### src/rtl/frame_fft_sequencer_if.sv
// Handshake and result bundle between the frame sequencer and its
// neighbours (sampler, FFT engine, VGA renderer).
// master: the environment driving vsync/sampler/FFT status.
// slave:  the sequencer itself.
interface frame_fft_sequencer_if #(
  parameter int MAG_W = 18
);
  logic               enable;
  logic               vsync;
  logic               samp_start;
  logic               samp_done;
  logic               fft_start;
  logic               bin_valid;
  logic [3:0]         bin_idx;
  logic [MAG_W-1:0]   bin_mag;
  logic               fft_done;
  logic [16*MAG_W-1:0] bars;
  logic               frame_done;
  logic               err_timeout;
  logic [7:0]         overrun_cnt;
  logic               busy;

  modport master (
    output enable, vsync, samp_done, bin_valid, bin_idx, bin_mag, fft_done,
    input  samp_start, fft_start, bars, frame_done, err_timeout, overrun_cnt, busy
  );

  modport slave (
    input  enable, vsync, samp_done, bin_valid, bin_idx, bin_mag, fft_done,
    output samp_start, fft_start, bars, frame_done, err_timeout, overrun_cnt, busy
  );
endinterface

### src/rtl/frame_fft_sequencer.sv
// Frame-synchronous audio sequencer: each vsync rise runs one capture and
// one FFT pass, collects 16 magnitude bins into a shadow bank and commits
// them to the bar registers in a single cycle. A watchdog aborts a stalled
// capture or FFT; vsync rises seen while busy are counted, not queued.
// Optional build macro: FFT_SEQ_PEAK_DECAY_EN (peak-hold bars that fall by
// at most DECAY per frame).
module frame_fft_sequencer #(
  parameter int MAG_W   = 18,
  parameter int TIMEOUT = 1_000_000,
  parameter int DECAY   = 256
) (
  input  logic                 clk,
  input  logic                 rst_n,
  frame_fft_sequencer_if.slave bus
);

  localparam int              WD_W    = $clog2(TIMEOUT + 1);
  localparam logic [WD_W-1:0] WD_LAST = WD_W'(TIMEOUT - 1);

  typedef enum logic [2:0] {
    IDLE       = 3'd0,
    START_SAMP = 3'd1,
    SAMPLING   = 3'd2,
    START_FFT  = 3'd3,
    FFT        = 3'd4,
    COMMIT     = 3'd5
  } state_t;

  state_t           state;
  logic             vsync_q;
  logic             vs_rise;
  logic [WD_W-1:0]  wd_cnt;
  logic [7:0]       overrun_cnt;
  logic             frame_done;
  logic             err_timeout;
  logic [MAG_W-1:0] shadow [16];
  logic [MAG_W-1:0] bars   [16];

  // Saturating 8-bit increment for the overrun counter.
  function automatic logic [7:0] sat_inc8(input logic [7:0] c);
    return (c == 8'hFF) ? c : c + 8'd1;
  endfunction

`ifdef FFT_SEQ_PEAK_DECAY_EN
  // Bar minus DECAY, clamped at zero instead of wrapping.
  function automatic logic [MAG_W-1:0] sat0_sub(input logic [MAG_W-1:0] a);
    logic [31:0] aw;
    aw = 32'(a);
    return (aw > 32'(DECAY)) ? MAG_W'(aw - 32'(DECAY)) : '0;
  endfunction

  // Larger of two unsigned magnitudes.
  function automatic logic [MAG_W-1:0] max_mag(input logic [MAG_W-1:0] a,
                                               input logic [MAG_W-1:0] b);
    return (a > b) ? a : b;
  endfunction
`else
  // DECAY only matters for the peak-hold build.
  logic unused_decay;
  assign unused_decay = ^32'(DECAY);
`endif

  assign vs_rise = bus.vsync & ~vsync_q;

  // Control outputs decode straight from the state register.
  assign bus.samp_start  = (state == START_SAMP);
  assign bus.fft_start   = (state == START_FFT);
  assign bus.busy        = (state != IDLE);
  assign bus.frame_done  = frame_done;
  assign bus.err_timeout = err_timeout;
  assign bus.overrun_cnt = overrun_cnt;

  for (genvar k = 0; k < 16; k++) begin : g_bars
    assign bus.bars[k*MAG_W +: MAG_W] = bars[k];
  end

  // Sequencer FSM with watchdog, overrun counting and registered pulses.
  always_ff @(posedge clk or negedge rst_n) begin
    if (!rst_n) begin
      state       <= IDLE;
      vsync_q     <= 1'b0;
      wd_cnt      <= '0;
      overrun_cnt <= 8'd0;
      frame_done  <= 1'b0;
      err_timeout <= 1'b0;
    end else begin
      vsync_q     <= bus.vsync;
      frame_done  <= 1'b0;
      err_timeout <= 1'b0;

      // A vsync edge arriving mid-frame is dropped, only counted.
      if (vs_rise && (state != IDLE)) begin
        overrun_cnt <= sat_inc8(overrun_cnt);
      end

      case (state)
        IDLE: begin
          if (vs_rise && bus.enable) begin
            state <= START_SAMP;
          end
        end

        START_SAMP: begin
          state  <= SAMPLING;
          wd_cnt <= '0;
        end

        SAMPLING: begin
          if (bus.samp_done) begin
            state <= START_FFT;
          end else if (wd_cnt == WD_LAST) begin
            state       <= IDLE;
            err_timeout <= 1'b1;
          end else begin
            wd_cnt <= wd_cnt + WD_W'(1);
          end
        end

        START_FFT: begin
          state  <= FFT;
          wd_cnt <= '0;
        end

        // fft_done takes priority over a watchdog expiry in the same cycle.
        FFT: begin
          if (bus.fft_done) begin
            state <= COMMIT;
          end else if (wd_cnt == WD_LAST) begin
            state       <= IDLE;
            err_timeout <= 1'b1;
          end else begin
            wd_cnt <= wd_cnt + WD_W'(1);
          end
        end

        COMMIT: begin
          state      <= IDLE;
          frame_done <= 1'b1;
        end

        default: begin
          state <= IDLE;
        end
      endcase
    end
  end

  // Shadow bank collection and atomic commit into the renderer's bars.
  always_ff @(posedge clk or negedge rst_n) begin
    if (!rst_n) begin
      for (int k = 0; k < 16; k++) begin
        shadow[k] <= '0;
        bars[k]   <= '0;
      end
    end else begin
      case (state)
        START_FFT: begin
          for (int k = 0; k < 16; k++) begin
            shadow[k] <= '0;
          end
        end

        FFT: begin
          if (bus.bin_valid) begin
            shadow[bus.bin_idx] <= bus.bin_mag;
          end
        end

        COMMIT: begin
          for (int k = 0; k < 16; k++) begin
`ifdef FFT_SEQ_PEAK_DECAY_EN
            bars[k] <= max_mag(shadow[k], sat0_sub(bars[k]));
`else
            bars[k] <= shadow[k];
`endif
          end
        end

        default: begin
        end
      endcase
    end
  end

endmodule

### src/flat_wrapper.sv
// flat-port wrapper written by rule: the top's interface ports become plain ports
module frame_fft_sequencer_flat 
#(
  parameter int MAG_W   = 18,
  parameter int TIMEOUT = 1_000_000,
  parameter int DECAY   = 256
)
  (clk, rst_n, bus_enable, bus_vsync, bus_samp_done, bus_bin_valid, bus_bin_idx, bus_bin_mag, bus_fft_done, bus_samp_start, bus_fft_start, bus_bars, bus_frame_done, bus_err_timeout, bus_overrun_cnt, bus_busy);
  frame_fft_sequencer_if #(.MAG_W(MAG_W)) bus_i ();
  input  logic clk;
  input  logic rst_n;
  input wire logic [$bits(bus_i.enable)-1:0] bus_enable;
  input wire logic [$bits(bus_i.vsync)-1:0] bus_vsync;
  input wire logic [$bits(bus_i.samp_done)-1:0] bus_samp_done;
  input wire logic [$bits(bus_i.bin_valid)-1:0] bus_bin_valid;
  input wire logic [$bits(bus_i.bin_idx)-1:0] bus_bin_idx;
  input wire logic [$bits(bus_i.bin_mag)-1:0] bus_bin_mag;
  input wire logic [$bits(bus_i.fft_done)-1:0] bus_fft_done;
  output wire logic [$bits(bus_i.samp_start)-1:0] bus_samp_start;
  output wire logic [$bits(bus_i.fft_start)-1:0] bus_fft_start;
  output wire logic [$bits(bus_i.bars)-1:0] bus_bars;
  output wire logic [$bits(bus_i.frame_done)-1:0] bus_frame_done;
  output wire logic [$bits(bus_i.err_timeout)-1:0] bus_err_timeout;
  output wire logic [$bits(bus_i.overrun_cnt)-1:0] bus_overrun_cnt;
  output wire logic [$bits(bus_i.busy)-1:0] bus_busy;
  assign bus_i.enable = bus_enable;
  assign bus_i.vsync = bus_vsync;
  assign bus_i.samp_done = bus_samp_done;
  assign bus_i.bin_valid = bus_bin_valid;
  assign bus_i.bin_idx = bus_bin_idx;
  assign bus_i.bin_mag = bus_bin_mag;
  assign bus_i.fft_done = bus_fft_done;
  assign bus_samp_start = bus_i.samp_start;
  assign bus_fft_start = bus_i.fft_start;
  assign bus_bars = bus_i.bars;
  assign bus_frame_done = bus_i.frame_done;
  assign bus_err_timeout = bus_i.err_timeout;
  assign bus_overrun_cnt = bus_i.overrun_cnt;
  assign bus_busy = bus_i.busy;
  frame_fft_sequencer #(.MAG_W(MAG_W), .TIMEOUT(TIMEOUT), .DECAY(DECAY)) u_core (.clk(clk), .rst_n(rst_n), .bus(bus_i));
endmodule
### config.mk
export PLATFORM = sky130hd
export DESIGN_NAME = frame_fft_sequencer_flat
export DESIGN_NICKNAME = d
export VERILOG_FILES = /design/src/rtl/frame_fft_sequencer_if.sv /design/src/rtl/frame_fft_sequencer.sv /design/src/flat_wrapper.sv
export SDC_FILE = /design/constraint.sdc
export NUM_CORES = 1
export LEC_CHECK = 0
export ABC_AREA = 1
export CAP_MARGIN = 25
export CORE_ASPECT_RATIO = 0.5
export CORE_MARGIN = 2
export CORE_UTILIZATION = 40
export DETAILED_ROUTE_END_ITERATION = 8
export GPL_TIMING_DRIVEN = 0
export MAX_ROUTING_LAYER = met4
export SLEW_MARGIN = 10
export SYNTH_ARGS = -nofsm -noshare
export SYNTH_HDL_FRONTEND = slang
export SYNTH_SLANG_ARGS = --single-unit
export TNS_END_PERCENT = 10
### constraint.sdc
create_clock -name clk -period 3.5 [get_ports clk]
set_input_delay 0.7 -clock clk [delete_from_list [all_inputs] [get_ports clk]]
set_output_delay 0.7 -clock clk [all_outputs]
set_load 0.02 [all_outputs]
==> flow_summary_export.csv <==
group,metric,value,unit
outcome,status,"completed",
floorplanning,start_util,40.5,%
synthesis,synth_area,0.0233,mm²
placement,io_buffer_count,329,
cts,cts.sinks,610,
timing,hold_viol_final,0,
synthesis,yosys.area.top_type_share,65.5,%
cts,root_buffer,"clkbuf_16",
timing,worst_slew_pin_slew,0.833,ns
global_route,grt_pass1_vias,17400,
detailed_routing,drtPass1Iterations,5,
cts,cts_resized,0,
critical_path,critPathLaunch,"u_core.state[0]$_DFFE_PN0P_",
layout,layout_commonest_cell,"dfrtp_1",
synthesis,yosys.area.top_type,"dfrtp_1",
detailed_routing,vias,17300,
critical_path,critPathRequiredTime,2.80,ns
detailed_routing,drt-wirelength-per-cell,20.2,µm
synthesis,synthTopCellsByArea,"dfrtp_1 (66%), o22ai_1 (7.3%), nand2_1 (6.4%), o21ai_0 (6.4%), inv_1 (5.1%)",
layout,final_nets,2645,
layout,postLayoutCoreUtil,51.4,%
timing,period_needed,3.02,ns
critical_path,critPathLaunchType,"flip-flop",
timing,finalSetupViolCount,0,
timing,period_share,86.4,%
cts,post-cts-setup-buffers,0,
timing,slew_viol_final,0,
global_route,use_met3,3.06,%
critical_path,worst_ep_arrival_time,2.32,ns
floorplanning,num_rows,62,
detailed_routing,finalWirelength,69200,µm
floorplanning,die_h,175,µm
layout,layout-drive-gt1-share,7.83,%
global_route,grtUsageMet1,30.4,%
synthesis,yosys_warnings,0,
global_route,grt.met2_usage,39.0,%
global_route,grt_pass1_wl,105000,µm
floorplanning,die_area,0.0603,mm²
cts,clkTransAtPathRegs,0.07,ns
placement,dp_hpwl,47500,µm
power_and_ir_drop,powerDensity,803,mW/mm²
detailed_routing,drt_iter0_drc,1571,
timing,rsz0062_at_grt,"no",
cts,tritoncts,"done",
power_and_ir_drop,power.leakage,0.0129,µW
critical_path,worstSetupPathType,"reg2out",
cts,htreeDepth,2,
critical_path,worstSetupEndpointType,"output pin",
timing,skew,0.0194,ns
global_route,grt_start_max_net_pins,107,
power_and_ir_drop,irDropWorstVdd,368,µV
job,max-cap-violations,0,
synthesis,ys_types,35,
synthesis,syn_area_per_cell,10.5,µm²
floorplanning,core,0.0575,mm²
detailed_routing,ant_nets,0,
critical_path,path_max_fanout,7,
synthesis,syn-num-nets,2254,
layout,area_delta_synth_final,26.7,%
timing,fmax,331,MHz
placement,gp_congestion,0.841,
global_route,busiest_layer,"met2",
cts,numCtsBuffers,54,
critical_path,rr_startpoint,"u_core.wd_cnt[0]$_DFFE_PN0P_",
synthesis,ys_seq_elements,610,
timing,final.setup.tns,0,ns
detailed_routing,vias_per_cell,5.06,
detailed_routing,route.detailed.drc,0,
floorplanning,ios,330,
global_route,grt_overflow,0,
global_route,grt_use_total,23.4,%
synthesis,syn_inst,2223,
timing,max_slew_margin,44.5,%
synthesis,synth_seq_area_share,65.5,%
cts,ctsHoldBuffers,0,
floorplanning,die_x,345,µm
min_path,hold_class,"in2async",
layout,num-fill-cells,5177,
cts,clock_latency,0.59,ns
global_route,antenna_found_initial,1,
cts,clk_path_buf_depth,3,
layout,layout_common_cells,"dfrtp_1 (610), nand2_1 (399), clkdlybuf4s50_1 (328)",
## flip-flops by register name, indices dropped and copies added (netlist names)
signal	count
u_core.bus.overrun_cnt	8
u_core.wd_cnt	20
u_core.bus.frame_done	1
u_core.bus.bars	288
u_core.state	3
u_core.shadow	288
u_core.bus.err_timeout	1
u_core.vsync_q	1
## kinds of logic after synthesis
kind of cell | Yosys count | synth area share, %
AO/OA/AOI/OAI | 600 | 14.9
XOR/XNOR | 18 | 0.677
adder cells (fa/ha/maj) | 2 | 0.107
buffers and inverters | 474 | 8.74
flip-flops | 610 | 65.5
AND/OR/NAND/NOR | 519 | 10.1
## cells in the mapped netlist
master and n:
nand4_1 11, nand3b_1 3, nand2_1 399, buf_8 2, inv_2 21, nor2_4 3, ha_1 2, o21ai_2 1
o21ai_1 11, nor3_2 1, nor3_4 1, nor2_8 1, o21ai_0 297, buf_12 2, nand2_4 1, clkinv_1 16
buf_4 13, o22ai_2 15, a21oi_1 1, nor2_1 50, o22ai_1 273, a31o_2 1, buf_1 1, inv_1 315
buf_2 8, nor3_1 7, nand3_1 22, clkbuf_1 77, o211ai_1 1, nand3_4 18, xnor2_1 5, dfrtp_1 610
buf_6 19, nand2_2 2, xor2_1 13
## power by group
group | switching, µW | internal, µW
logic | 4570 | 3230
registers | 1060 | 8730
clock network | 2680 | 3440
total | 8310 | 15400
## metrics by stage
stage	setup WS [ns]	total power (µW)	hold WS (ns)	std cells	area, µm²
floorplan	1.70	13600	0.404	2223	23300
global placement	-25.63	17700	0.467	3320	27500
detailed placement	0.513	17800	0.472	3326	27700
CTS	0.457	23900	0.0996	3424	29500
global route	0.340	24900	0.123	3425	29500
finish	0.477	23700	0.0499	3425	29500
## layout make-up
cell class	count	area (µm²)	area share (%)
well taps	768	961	3.26
diodes	1	2.50	0.00848
inverters	352	1320	4.48
repair buffers	335	3460	11.7
multi-input cells	1139	5990	20.3
clock buffers	71	1530	5.17
plain buffers	122	714	2.42
clock inverters	27	277	0.937
flip-flops and latches	610	15300	51.7
## path summary, 6_finish.rpt
kind | to | slack (ns) | cells past startpoint
max | bus_samp_start | 0.48 | 5
min | u_core.wd_cnt[18]$_DFFE_PN0P_ | 0.05 | 1
max reg2reg | u_core.wd_cnt[3]$_DFFE_PN0P_ | 1.18 | 10
min reg2reg | u_core.bus.bars[159]$_DFFE_PN0P_ | 0.48 | 2
max in group asynchronous | u_core.bus.bars[191]$_DFFE_PN0P_ | 1.32 | 5
min in group clk | u_core.bus.bars[159]$_DFFE_PN0P_ | 0.48 | 2
## routing by layer
layer,wire (µm),vias up,part of all wire (%)
met5,0,-,0
li1,-,8075,-
met1,29700,8763,43
met4,1850,0,2.7
met3,2720,94,3.9
met2,35000,391,51
## worst max-delay path, stage by stage, from the launching register on
cell,delay [ns]
dfrtp_1,0.44
inv_2,0.08
nor2_4,0.22
inv_1,0.19
nor2_1,0.16
clkdlybuf4s50_1,0.66
Power figures use the tool's default switching activity.
